File: src/rtl/m3_pkg.sv
// Shared encodings and defaults for the 3-phase gate dead-time stage.
package m3_pkg;

  localparam logic [1:0] CMD_OFF = 2'b00;
  localparam logic [1:0] CMD_LO  = 2'b01;
  localparam logic [1:0] CMD_HI  = 2'b10;
  localparam logic [1:0] CMD_BAD = 2'b11;

  typedef enum logic [1:0] {
    DEAD,
    IDLE,
    H_ON,
    L_ON
  } phase_st_e;

  // 1 us at 50 MHz
  localparam int DEAD_CYC_DEF = 50;

endpackage

File: src/rtl/m3_deadtime_phase.sv
// One phase: gate FSM with dead-time counter and sticky illegal-command fault.
// Gate enables are registered from the next state, so a command sampled at edge t shows at t+1.
module m3_deadtime_phase
  import m3_pkg::*;
#(
  parameter int DEAD_CYC = DEAD_CYC_DEF,
  parameter int CNT_W    = 8
) (
  input  logic       clk_i,
  input  logic       reset_i,
  input  logic       kill_i,
  input  logic       fault_clr_i,
  input  logic [1:0] cmd_i,
  output logic       h_o,
  output logic       l_o,
  output logic       fault_o,
  output logic       dead_busy_o
);

  localparam logic [CNT_W-1:0] CNT_LAST = CNT_W'(DEAD_CYC - 1);

  phase_st_e        state_q, state_d;
  logic [CNT_W-1:0] cnt_q, cnt_d;
  logic             fault_q, fault_d;
  logic             h_q, l_q;
  logic             want_hi, want_lo;

  // A latched fault blocks every turn-on; the pre-update value is used so a clear takes effect next cycle.
  assign want_hi = (cmd_i == CMD_HI) && !fault_q;
  assign want_lo = (cmd_i == CMD_LO) && !fault_q;

  always_comb begin
    state_d = state_q;
    cnt_d   = cnt_q;
    fault_d = (fault_q && !fault_clr_i) || (cmd_i == CMD_BAD);
    if (kill_i) begin
      state_d = DEAD;
      cnt_d   = '0;
    end else begin
      case (state_q)
        DEAD: begin
          if (cnt_q == CNT_LAST) begin
            cnt_d = '0;
            if (want_hi)      state_d = H_ON;
            else if (want_lo) state_d = L_ON;
            else              state_d = IDLE;
          end else begin
            cnt_d = cnt_q + CNT_W'(1);
          end
        end
        IDLE: begin
          if (want_hi)      state_d = H_ON;
          else if (want_lo) state_d = L_ON;
        end
        H_ON: begin
          if (cmd_i != CMD_HI) begin
            state_d = DEAD;
            cnt_d   = '0;
          end
        end
        L_ON: begin
          if (cmd_i != CMD_LO) begin
            state_d = DEAD;
            cnt_d   = '0;
          end
        end
        default: begin
          state_d = DEAD;
          cnt_d   = '0;
        end
      endcase
    end
  end

  always_ff @(posedge clk_i) begin
    if (reset_i) begin
      state_q <= DEAD;
      cnt_q   <= '0;
      fault_q <= 1'b0;
      h_q     <= 1'b0;
      l_q     <= 1'b0;
    end else begin
      state_q <= state_d;
      cnt_q   <= cnt_d;
      fault_q <= fault_d;
      h_q     <= (state_d == H_ON);
      l_q     <= (state_d == L_ON);
    end
  end

  assign h_o         = h_q;
  assign l_o         = l_q;
  assign fault_o     = fault_q;
  assign dead_busy_o = (state_q == DEAD);

endmodule

File: src/rtl/m3_gate_deadtime.sv
// Six-pin gate driver: three dead-time phases, global kill fan-out and low-side polarity.
// anyOn reports logical gate activity regardless of pin polarity.
module m3_gate_deadtime
  import m3_pkg::*;
#(
  parameter int DEAD_CYC  = DEAD_CYC_DEF,
  parameter int CNT_W     = 8,
  parameter int L_ACT_LOW = 0
) (
  input  logic       clk50mhz,
  input  logic       reset,
  input  logic [1:0] cmdA,
  input  logic [1:0] cmdB,
  input  logic [1:0] cmdC,
  input  logic       kill,
  input  logic       faultClr,
  output logic       aH,
  output logic       aL,
  output logic       bH,
  output logic       bL,
  output logic       cH,
  output logic       cL,
  output logic [2:0] fault,
  output logic [2:0] deadBusy,
  output logic       anyOn
);

  localparam logic L_INV = (L_ACT_LOW != 0);

  logic [5:0] cmd_all;
  logic [2:0] h_on, l_on;

  assign cmd_all = {cmdC, cmdB, cmdA};

  for (genvar p = 0; p < 3; p++) begin : g_phase
    m3_deadtime_phase #(
      .DEAD_CYC(DEAD_CYC),
      .CNT_W   (CNT_W)
    ) u_phase (
      .clk_i      (clk50mhz),
      .reset_i    (reset),
      .kill_i     (kill),
      .fault_clr_i(faultClr),
      .cmd_i      (cmd_all[2*p +: 2]),
      .h_o        (h_on[p]),
      .l_o        (l_on[p]),
      .fault_o    (fault[p]),
      .dead_busy_o(deadBusy[p])
    );
  end

  assign aH = h_on[0];
  assign bH = h_on[1];
  assign cH = h_on[2];
  assign aL = l_on[0] ^ L_INV;
  assign bL = l_on[1] ^ L_INV;
  assign cL = l_on[2] ^ L_INV;

  assign anyOn = |{h_on, l_on};

endmodule
File: config.mk
export PLATFORM = sky130hd
export DESIGN_NAME = m3_gate_deadtime
export DESIGN_NICKNAME = d
export VERILOG_FILES = /design/src/rtl/m3_pkg.sv /design/src/rtl/m3_deadtime_phase.sv /design/src/rtl/m3_gate_deadtime.sv
export SDC_FILE = /design/constraint.sdc
export NUM_CORES = 1
export LEC_CHECK = 0
export ABC_AREA = 1
export CAP_MARGIN = 15
export CORE_ASPECT_RATIO = 2
export CORE_UTILIZATION = 40
export DETAILED_ROUTE_END_ITERATION = 6
export GPL_TIMING_DRIVEN = 0
export PLACE_DENSITY = 0.6
export SYNTH_ARGS = -nofsm -noshare
export SYNTH_HDL_FRONTEND = slang
export SYNTH_SLANG_ARGS = --single-unit
File: constraint.sdc
create_clock -name clk50mhz -period 3.7 [get_ports clk50mhz]
set_clock_uncertainty 0.1 [all_clocks]
set_input_delay 0.555 -clock clk50mhz [delete_from_list [all_inputs] [get_ports clk50mhz]]
set_output_delay 0.555 -clock clk50mhz [all_outputs]
set_load 0.01 [all_outputs]
## After elaboration in Yosys (flattened, before gate mapping)

Cells that the tools add are included.

- Memory bits (writable): 0
- ROM bits: 0
- Register bits after elaboration: 39
- Latch bits: 0
- Logic and storage cells: 123
- Output and inout bits: 13
- Memories: 0
- Input bits: 10

- Shifts and indexed selects: 0
- Bitwise operators: 0
- Mux-type cells: 39
- Multipliers: 0
- Add/sub/neg operators: 3
- Reductions and logical operators: 27
- Order comparisons: 0
- Eq/ne operators: 39
- Div/mod/pow operators: 0

Operators with widths:

| cell | number |
|---|---|
| 2-to-1 mux 8 bit | 9 |
| one-hot mux 8 bit (3 select lines) | 3 |
| 2-to-1 mux 2 bit | 24 |
| == test 2 bit, second input constant | 18 |
| adder 8 x 1 -> 8 bit, second input constant | 3 |
| == test 8 x 6 -> 1 bit, second input constant | 3 |
| one-hot mux 2 bit (4 select lines) | 3 |
| inequality test 2 x 1 -> 1 bit, second input constant | 9 |
| == test 2 x 1 -> 1 bit, second input constant | 6 |
| logical AND 1 bit | 9 |
| AND reduction 3 bit | 3 |
| nonzero test 3 bit | 3 |
| logical NOT 2 bit | 3 |
| inequality test 2 bit, second input constant | 3 |
| OR reduction 6 bit | 1 |
| logical NOT 1 bit | 4 |
| logical OR 1 bit | 3 |
| OR reduction 2 bit | 1 |

## Depth between registers and ports, before layout

- Depth after elaboration: 8
- Gate-level depth with buffers: 10
- Depth with buffers taken out: 9

## By module

Synthesis repeated with hierarchy kept, for this count alone.

- Cell total of the unflattened synthesis: 361
- Area, all modules: 2369.8 µm²

By module, submodules not included:

| module | seq. area each (µm²) | area an instance (µm²) | times used | cells each |
|---|---|---|---|---|
| m3_deadtime_phase | 260.2 | 784.5 | 3 | 119 |
| m3_gate_deadtime | 0.0 | 16.3 | 1 | 4 |

## Least setup slack after synthesis

No wires, ideal clock.

- Path type: input-to-reg
- From: input port cmdB[0]
- To: register g_phase[1].u_phase.h_q
- Library setup time: 0.065 ns
- Arrival time: 1.253 ns
- Cell stages on the path: 8
- Slack: 2.282 ns
- Cells stage by stage: inv_1 > nand2_1 > or2_2 > nor2_1 > nor2_1 > nand2_1 > inv_1 > nor2_1

- Word-level cells in the longest chain between the ends: 8

RTL lines:

| element | line | text |
|---|---|---|
| start, declared | m3_gate_deadtime.sv:13 | `input logic [1:0] cmdB,` |
| == test 2 x 1 -> 1 bit | m3_deadtime_phase.sv:30 | `assign want_lo = (cmd_i == CMD_LO) && !fault_q;` |
| logical AND 1 bit | m3_deadtime_phase.sv:30 |  |
| 2-to-1 mux 2 bit | m3_deadtime_phase.sv:45 | `else if (want_lo) state_d = L_ON;` |
| 2-to-1 mux 2 bit | m3_deadtime_phase.sv:44 | `if (want_hi) state_d = H_ON;` |
| 2-to-1 mux 2 bit | m3_deadtime_phase.sv:42 | `if (cnt_q == CNT_LAST) begin` |
| one-hot mux 2 bit (4 select lines) * | m3_deadtime_phase.sv:40 | `case (state_q)` |
| 2-to-1 mux 2 bit * | m3_deadtime_phase.sv:36 | `if (kill_i) begin` |
| == test 2 bit * | m3_deadtime_phase.sv:86 | `h_q <= (state_d == H_ON);` |
| end signal, assigned | m3_deadtime_phase.sv:86 |  |
| end, declared | m3_deadtime_phase.sv:25 | `logic h_q, l_q;` |

Every way passes the cells marked *; elsewhere a longest branch is shown, timed or not.
A chain may end at the register's enable or synchronous reset.

## Final worst setup path

- From: register g_phase[0].u_phase.state_q[1]
- To: output port deadBusy[0]

- Word-level cells in the longest chain between the ends: 1

RTL lines:

| element | line | text |
|---|---|---|
| start, declared | m3_deadtime_phase.sv:22 | `phase_st_e state_q, state_d;` |
| start signal, assigned | m3_deadtime_phase.sv:83 | `state_q <= state_d;` |
| logical NOT 2 bit | m3_deadtime_phase.sv:94 | `assign dead_busy_o = (state_q == DEAD);` |
| end, declared | m3_gate_deadtime.sv:24 | `output logic [2:0] deadBusy,` |

Every way passes these cells.

==> reports/results.ini <==
[outcome]
run_status=completed

[sta]
fin_tns_setup_ps=0
finalHoldViolations=0
rsz0062_at_grt=no
timing.final.crit_period_ps=2269
final_min_period_over_clock_period_pct=61.33
worst_slack_ps=1431
timing_worst_slew_pin_value_ps=328.3
achievable-frequency_mhz=440.7
slew_headroom_pct=78.05
final_max_slew_viol_count=0
setup_viol=0

[finish]
final_area_mm2=0.002730
final.fill_count=578
design.final.nets=414
drive_gt1_share_pct=9.774
antenna_cells_inserted=0
area_growth_synth_to_finish_pct=18.07

[drt]
drc_errors=0
drt_pass1_iterations=4
detailroute.via_count=2263
viasPerCell=4.930
drt.antenna.violating_nets=0
detail_route.wl_per_cell_um=11.83
finalWirelength_um=5429
initialDrtViolationCount=83

[clock_tree]
htree_num_levels=2
cts-root-to-sink-buffers=2
clkLatencyLatePin_ps=300
number_of_sinks_on_the_clock_net=39
cts.clk_slew.worst_paths_ps=80
post_cts_buffers=0
cts-resized-gates=0
cts_root_buffer=clkbuf_8
clock_tree_from_tritoncts=yes
numCtsBuffers=5
cts_hold_buffers=0

[synth]
netlist-cell-type-count=27
yosysWarningCount=0
synth_cells=370
portion_of_the_post_synthesis_area_used_by_sequential_elements_pct=33.77
synth_area_per_cell_um2=6.249
yosysTopAreaCellShare_pct=33.77
post_synth_instance_area_mm2=0.002312
syn-num-nets=386
synthDominantAreaCellType=dfxtp_1
synth.ff_latch_count=39
post_synth_main_area_contributors=dfxtp_1, nand2_1, nor2_1

[power_and_ir_drop]
power.density_mw_per_mm2=338.3
leakage_uw=0.001241
netSwitchingFraction_pct=21.90
power_frac_seq_pct=46.5
combPwrFrac_pct=6.5
power.share.clock_pct=47.0
internal_power_uw=721.4
totalPowerFinal_uw=923.6
power.switching_uw=202.2
ir_drop_mv=0.2189

[global_routing]
number_of_global_route_vias_before_repair=2113
grt_pass1_wl_um=8970
globalRoute.busiestLayer=met2
grt_antenna_before_repair=0
grt.total_usage_pct=19.17
globalRoute.totalOverflow=0
gr-usage-met3_pct=3.294
largest_net_degree_at_the_start_of_global_routing=13
grt_util_met1_pct=17.23
global_route_met2_utilization_pct=38.90

[worst_setup_path]
timing.critical_path.to=deadBusy[0]
setup.reg_to_reg.worst_slack_ps=2230
r2r.worst_path.cells=7
cp_data_arrival_time_ps=1610
timing.rr.start=g_phase[1].u_phase.state_q[1]
critical_path.startpoint_type=flip-flop
endpoint_kind=output port
critical_path.reg2reg.endpoint=g_phase[1].u_phase.cnt_q[7]
critPathMaxFanout=7
required_ps=3040
setup.worst_path.start=g_phase[0].u_phase.state_q[1]
critPathKind=flip-flop to output port

[floorplanning]
initial_utilization_pct=41.92
core.rowCount=38
placeableCoreArea_mm2=0.005515
design.die.area_mm2=0.006107
ios=23
die_h_um=109.5
dieWidth_um=55.76

[hold_path]
hold_class=flip-flop to flip-flop
worst_hold_launch=g_phase[2].u_phase.cnt_q[7]

[run]
maxCapViolCount=0

[place]
detailedPlace.worstSlack_ps=1537
place.port_buffers=21
gp_routability_congestion=0.8654
dpl-instance-area_mm2=0.002597
dp_hpwl_um=4268

[per-stage QoR]
step           hold slack (ps)  utilization [%]  std cells
3_3_place_gp             368.0            47.10        451
5_1_grt                  424.0            49.50        459
2_1_floorplan            358.6                -        370
3_5_place_dp             375.5            47.10        451
6_report                 388.0            49.50        459
4_1_cts                  387.5            49.50        459
[flip-flops by register name (all words and copies together) (netlist names)]
| name | cells |
|---|---|
| g_phase.u_phase.cnt_q | 24 |
| g_phase.u_phase.fault_o | 3 |
| g_phase.u_phase.h_o | 3 |
| g_phase.u_phase.l_o | 3 |
| g_phase.u_phase.state_q | 6 |
[synthesized netlist by cell type]
cell / n
a21oi_1: 13
nor2_2: 5
buf_2: 1
a21oi_4: 1
buf_4: 6
inv_2: 3
inv_1: 54
o21ai_0: 11
o21ai_2: 2
o21bai_1: 1
or2_2: 1
nand4_1: 7
nand3_1: 23
ha_1: 6
xor2_1: 4
nor4_1: 1
nand2_1: 99
buf_6: 1
o21ai_1: 2
nand2_2: 7
nor3b_1: 1
nor3_1: 2
dfxtp_1: 39
nor2_4: 3
clkbuf_8: 1
nor2_1: 75
nand3_2: 1
[per-layer routing]
layer	up-vias	part of all wire (%)	routed length, um
li1	1186	-	-
met1	1027	38	2067
met2	41	57	3077
met3	9	2.5	134
met4	0	2.7	149
met5	-	0	0
[worst min-delay path by stage]
stage,end,cells after the start
global placement,g_phase[2].u_phase.cnt_q[7],2
finish,g_phase[2].u_phase.cnt_q[7],2
global route,g_phase[2].u_phase.cnt_q[7],2
detailed placement,g_phase[2].u_phase.cnt_q[7],2
floorplan,g_phase[2].u_phase.cnt_q[7],2
CTS,g_phase[2].u_phase.cnt_q[7],2
[placed cells by master, fill, tap and decap left out, types with 2 or more instances in the layout]
cell type | synthesis | final
bufinv_16 | 0 | 2
nand4_1 | 7 | 7
nand2_2 | 7 | 7
nor2_1 | 75 | 75
buf_4 | 6 | 6
nand3_1 | 23 | 23
nor2_2 | 5 | 5
clkbuf_8 | 1 | 6
dfxtp_1 | 39 | 39
inv_1 | 54 | 54
nor3_1 | 2 | 2
ha_1 | 6 | 6
nor2_4 | 3 | 3
inv_2 | 3 | 3
clkdlybuf4s50_1 | 0 | 21
o21ai_0 | 11 | 11
o21ai_2 | 2 | 2
nand2_1 | 99 | 99
o21ai_1 | 2 | 2
xor2_1 | 4 | 4
a21oi_1 | 13 | 13
[final cells by class]
cell class | instances | area [um^2] | share of cell area (%)
clock buffers | 6 | 72.57 | 2.658
clock inverters | 2 | 60.06 | 2.200
repair buffers | 21 | 210.2 | 7.699
well taps | 60 | 75.07 | 2.750
inverters | 57 | 214.0 | 7.837
flip-flops and latches | 39 | 780.7 | 28.60
multi-input cells | 265 | 1242 | 45.51
plain buffers | 9 | 75.07 | 2.750
[cells by family (layout without fill, tap and decap cells)]
| logic type | count (synthesis) | count (layout) | share of synthesized area (%) |
|---|---|---|---|
| simple gates | 225 | 225 | 41.56 |
| buf+inv | 66 | 95 | 12.50 |
| flops | 39 | 39 | 33.77 |
| compound gates | 30 | 30 | 7.414 |
| fa+ha+maj | 6 | 6 | 3.247 |
| xor+xnor | 4 | 4 | 1.515 |
[critical path, stage by stage (launching register included)]
cell             delay [ps]
dfxtp_1                 380
nor2_1                  250
buf_4                   160
clkdlybuf4s50_1         520
[power groups by stage]
stage | sequential, uW | combinational, uW | clock (uW)
finish | 429 | 60.1 | 434
global route | 430 | 68.3 | 459
CTS | 429 | 61.0 | 440
detailed placement | 439 | 60.6 | 0
global placement | 440 | 59.6 | 0
floorplan | 438 | 36.9 | 0
Power figures use the tool's default switching activity.
